<file path="config.mk">
export PLATFORM = sky130hd
export DESIGN_NAME = vlc_input_cond
export DESIGN_NICKNAME = d
export VERILOG_FILES = /design/src/rtl/vlc_input_cond.sv
export SDC_FILE = /design/constraint.sdc
export NUM_CORES = 1
export LEC_CHECK = 0
export CAP_MARGIN = 25
export CELL_PAD_IN_SITES_DETAIL_PLACEMENT = 1
export CELL_PAD_IN_SITES_GLOBAL_PLACEMENT = 2
export CORE_UTILIZATION = 38
export DETAILED_ROUTE_END_ITERATION = 10
export PLACE_DENSITY = 0.75
export SYNTH_ARGS = -nofsm -noshare
export SYNTH_HDL_FRONTEND = slang
export SYNTH_SLANG_ARGS = --single-unit
</file>
<file path="constraint.sdc">
create_clock -name clk -period 1.5 [get_ports clk]
set_clock_uncertainty 0.1 [all_clocks]
set_input_delay 0.3 -clock clk [delete_from_list [all_inputs] [get_ports clk]]
set_output_delay 0.3 -clock clk [all_outputs]
set_load 0.02 [all_outputs]
</file>
<file path="src/rtl/vlc_input_cond.sv">
// +--------------------------------------------------------------------------+
// | Module      : vlc_input_cond                                             |
// | Description : Synchronizes, debounces and arbitrates turn/hazard switches |
// | Revision    : 1.0 - initial release                                      |
// +--------------------------------------------------------------------------+
`default_nettype none

module vlc_input_cond #(
    parameter int DEBOUNCE_CYCLES = 16
) (
    input  logic clk,
    input  logic rst_n,
    input  logic raw_left,
    input  logic raw_right,
    input  logic raw_emg,
    output logic Turn_Left,
    output logic Turn_Right,
    output logic Emergency,
    output logic conflict,
    output logic cmd_valid
);

    localparam int              c_CNT_W   = $clog2(DEBOUNCE_CYCLES + 1);
    localparam logic [c_CNT_W-1:0] c_CNT_MAX = c_CNT_W'(DEBOUNCE_CYCLES - 1);
    localparam logic [c_CNT_W-1:0] c_CNT_ONE = c_CNT_W'(1);

    // Channel order: 0 = left, 1 = right, 2 = hazard
    logic [2:0] w_raw;
    logic [2:0] w_stable;
    logic [2:0] w_cmd;
    logic       w_conflict;
    logic [2:0] r_cmd;
    logic       r_conflict;
    logic       r_valid;

    assign w_raw = {raw_emg, raw_right, raw_left};

    for (genvar i = 0; i < 3; i++) begin : g_chan
        logic               r_sync1;
        logic               r_sync2;
        logic               r_stable;
        logic [c_CNT_W-1:0] r_cnt;

        always_ff @(posedge clk or posedge rst_n) begin
            if (rst_n) begin
                r_sync1  <= 1'b0;
                r_sync2  <= 1'b0;
                r_stable <= 1'b0;
                r_cnt    <= '0;
            end else begin
                r_sync1 <= w_raw[i];
                r_sync2 <= r_sync1;
                // Any return to the accepted level discards the partial count
                if (r_sync2 == r_stable) begin
                    r_cnt <= '0;
                end else if (r_cnt == c_CNT_MAX) begin
                    r_stable <= r_sync2;
                    r_cnt    <= '0;
                end else begin
                    r_cnt <= r_cnt + c_CNT_ONE;
                end
            end
        end

        assign w_stable[i] = r_stable;
    end

    always_comb begin
        w_cmd      = 3'b000;
        w_conflict = 1'b0;
        if (w_stable[2]) begin
            w_cmd = 3'b100;
        end else if (w_stable[0] && w_stable[1]) begin
            w_conflict = 1'b1;
        end else begin
            w_cmd = {1'b0, w_stable[0], w_stable[1]};
        end
    end

    // cmd_valid rises together with the new registered command, never on conflict alone
    always_ff @(posedge clk or posedge rst_n) begin
        if (rst_n) begin
            r_cmd      <= 3'b000;
            r_conflict <= 1'b0;
            r_valid    <= 1'b0;
        end else begin
            r_cmd      <= w_cmd;
            r_conflict <= w_conflict;
            r_valid    <= (w_cmd != r_cmd);
        end
    end

    assign Emergency  = r_cmd[2];
    assign Turn_Left  = r_cmd[1];
    assign Turn_Right = r_cmd[0];
    assign conflict   = r_conflict;
    assign cmd_valid  = r_valid;

endmodule

`default_nettype wire
</file>
# Word-level counts from Yosys, hierarchy flattened
# Index checks and enable logic that the tools add are counted.
[op_classes]
eq_ne = 7
shift = 0
addsub = 3
n_mul = 0
mux = 10
order_cmp = 0
n_reduce_logical = 4
div_mod_pow = 0
bitwise = 3
[ops]
columns = ["cell", "n"]
rows = [
  ["two-way mux 5 bit", 6],
  ["adder 5 x 1 -> 5 bit, second input constant", 3],
  ["== test 5 x 4 -> 1 bit, second input constant", 3],
  ["AND reduction 2 bit", 3],
  ["== test 1 bit", 3],
  ["two-way mux 3 bit", 1],
  ["inequality test 3 bit", 1],
  ["inverter 1 bit", 3],
  ["two-way mux 1 bit", 2],
  ["two-way mux 2 bit", 1],
  ["logical AND 1 bit", 1],
]
[totals]
n_memories = 0
out_inout_bits = 5
romBits = 0
in_bits = 5
word_cells = 42
latchBits = 0
ram_bits = 0
regBits = 29

# Longest topological paths before layout
# Gate-level depths: netlist (run 1).
[depth]
ltp_word = 4
ltp_mapped = 4
depth_no_buf = 4

# Worst setup path after synthesis (run 1)
# Ideal clock, no wire load.
[synth_timing]
kind = "reg2reg"
from = "register r_cmd[0]"
to = "register r_valid (netlist: cmd_valid)"
path_buffers = 0
stages_incl_launch_ff = 4
period_less_slack_ps = 1285
required_ps = 1323
setup_ps = 77
path_slack_ps = 215
arrival_ps = 1108
path_cell_list = "dfrtp_1 -> xor2_1 -> a311o_1 -> a21oi_1"
[synth_via]
elab_chain_len = 1
[synth_rtl]
columns = ["element", "line_no", "rtl"]
rows = [
  ["start, declared", "32", "logic [2:0] r_cmd;"],
  ["start signal, assigned", "87", "r_cmd <= w_cmd;"],
  ["inequality test 3 bit", "89", "r_valid <= (w_cmd != r_cmd);"],
  ["end signal, assigned", "89", ""],
  ["end, declared", "34", "logic r_valid;"],
]
# No other way between the ends.
# A chain may end at the register's enable or synchronous reset.

# Worst setup path after layout (run 1)
[layout_timing]
from = "register r_cmd[2]"
to = "output Emergency"
[layout_rtl]
columns = ["element", "line_no", "rtl"]
rows = [
  ["end, declared", "18", "output logic Emergency,"],
]
# No word-level cell between the ends.

==> impl_metrics.toml, run 1 <==
[synthesis]
syn_inst = 86
seq_area_frac_synth = 0.6532
synth_warnings = 0
synth_edf_count = 0
synth_nets = 94
async_flop_share = 1.000
syn_area_sq_um = 1111
ys_types = 17
ys_seq_elements = 29
syn_avg_cell_area_sq_um = 12.92
synth_flop_cell = "dfrtp_1"

[worst_setup_path]
critPathMaxStageDelay_ps = 400
cp_max_fo = 3
cp_num_buf_inv = 1
crit_start = "r_cmd[2]"
critPathSlowestCell = "dfrtp_1"
critPathTopFamily = "flip-flops"
timing.rr.start = "g_chan[1].r_cnt[0]"
crit_chain = "dlygate4sd2_1"
cp-end-kind = "output pin"
rr_endpoint = "g_chan[1].r_stable"
r2r_setup_slack_ps = 120
critPathKind = "reg2out"
crit_required_ps = 1100
startpoint_type = "flop"
r2r_cells = 4
cp.arrival_ps = 1040

[finish]
layout_common_cells = "dfrtp_1, nor2_1, xor2_1"
syn_to_final_growth_pct = 17.12
multi_input_area_sq_um = 359.1
nets = 111
layout.cells.non_filler = 134
fin_area_sq_um = 1301
num_antenna_cells = 0
fillers = 300
final_layout_size_suffix_gt1_frac = 0.09709
seq_area_sq_um = 725.7
layout_commonest_cell = "dfrtp_1"
final_util = 0.4719

[placement]
dpl_cell_area_sq_um = 1256
dp_hpwl_mm = 1.148
io_buffers = 9
gp_congestion = 0.7182
place_ws_ps = 100.6
placedCellCount = 127

[floorplan]
rows = 19
start_util = 0.4029
core_sq_um = 2758
num_io_pins = 10
die_y_um = 56.07
dieArea_sq_um = 3144
die-width_um = 56.07

[timing]
layout_min_cycle_time_ps = 1440
finalCritPeriodShare = 0.9603
tns_ps = 0
whs_ps = 209.5
slew_headroom = 0.8244
slew_violations = 0
finalWorstSetupSlack_ps = 59.58
setup_violations = 0
hold_viol_final = 0
worst_pin_slew_ps = 259.8
max_freq_ghz = 0.6942
grt_setup_unrepaired = "no"

[grt]
grt_max_degree = 30
grt_overflow = 0
antenna_found_initial = 0
first_global_vias = 693
grt_pass1_wl_mm = 3.098
grt.total_usage = 0.1367

[clock_tree]
cts-buffers-inserted = 5
cts.sinks = 29
clockBufferDepth = 2
cts_root_buf = "clkbuf_4"
htreeDepth = 2
insertion_delay_ps = 320
cts_tree = "done"
clk_pin_slew_worst_paths_ps = 90
post_cts_buffers = 0

[drt]
drtIter0Drc = 16
vias_per_cell = 4.925
dr.pass1.iters = 4
routed_wl_mm = 1.653
drc = 0
routedWlPerCell_um = 12.34
num_vias = 660
ant_nets = 0

[worst_hold_path]
hp-class = "in2async"

[power]
power_mw = 1.361
power_density_nw_per_um2 = 1046
cellLeakagePower_nw = 0.6936
vdd_drop_max_mv = 0.6578

[flow_run]
drv_cap = 0

[run_status]
status = "complete, no violations"
cells by family (layout without fill, tap and decap cells):
family,count (synthesis),after routing,share of synthesized area
AOI/OAI and AO/OA,5,5,0.02702
xor gates and xnor gates,10,10,0.07883
adders and majority gates,3,3,0.03379
buffers and inverters,5,22,0.02364
DFF,29,29,0.6532
muxes,3,3,0.03040
and+or+nand+nor,31,31,0.1532
metal layers:
metal | routed length [um] | global-route usage
met5 | 0 | 0
met1 | 761 | 0.1631
met2 | 774 | 0.2007
met3 | 98 | 0.07674
met4 | 19 | 0.06272
worst max-delay path by stage:
stage | to | cells past startpoint
floorplan | cmd_valid | 3
global placement | Turn_Left | 1
detailed placement | Turn_Left | 1
CTS | Turn_Left | 1
global route | Emergency | 1
finish | Emergency | 1
report_power, final:
part	switching, mW	internal [mW]
Combinational	0.0371	0.0348
Clock	0.240	0.221
Sequential	0.0188	0.809
sequential cells by signal (all words and copies together) (netlist names):
register,count
conflict,1
g_chan.r_sync1,3
g_chan.r_cnt,15
g_chan.r_stable,3
r_cmd,3
cmd_valid,1
g_chan.r_sync2,3
what timing repair did:
action	4_1_cts	5_1_grt
hold buffers	0	0
setup endpoints to repair	5	1
resized for setup	5	2
cell usage after synthesis, drive strengths merged, types with 2 or more instances:
| library cell | number | share of area |
|---|---|---|
| nor2 | 12 | 0.041 |
| nor3b | 2 | 0.014 |
| inv | 4 | 0.014 |
| dfrtp | 29 | 0.65 |
| and3 | 3 | 0.017 |
| xor2 | 10 | 0.079 |
| mux2 | 3 | 0.030 |
| o21ai | 3 | 0.014 |
| and2 | 4 | 0.023 |
| nor4bb | 2 | 0.018 |
| ha | 3 | 0.034 |
| nand3 | 6 | 0.027 |
cell type report:
type | count | share of cell area
clock buffer | 7 | 0.04231
inverter | 4 | 0.01154
multi-input combinational | 52 | 0.2760
sequential | 29 | 0.5577
tap | 31 | 0.02981
timing repair buffer | 11 | 0.08269
No activity file was read; power rests on OpenSTA's default activity.
==> inputs of run 2 (changes only) <==
- SLEW_MARGIN: default -> 10
==> results of run 2 <==
No change in the layout: final DEF, timing and power equal those of run 1.
==> inputs of run 3 (changes only) <==
- CAP_MARGIN: 25 -> default
==> results of run 3 <==
No change in the layout: final DEF, timing and power equal those of run 1.
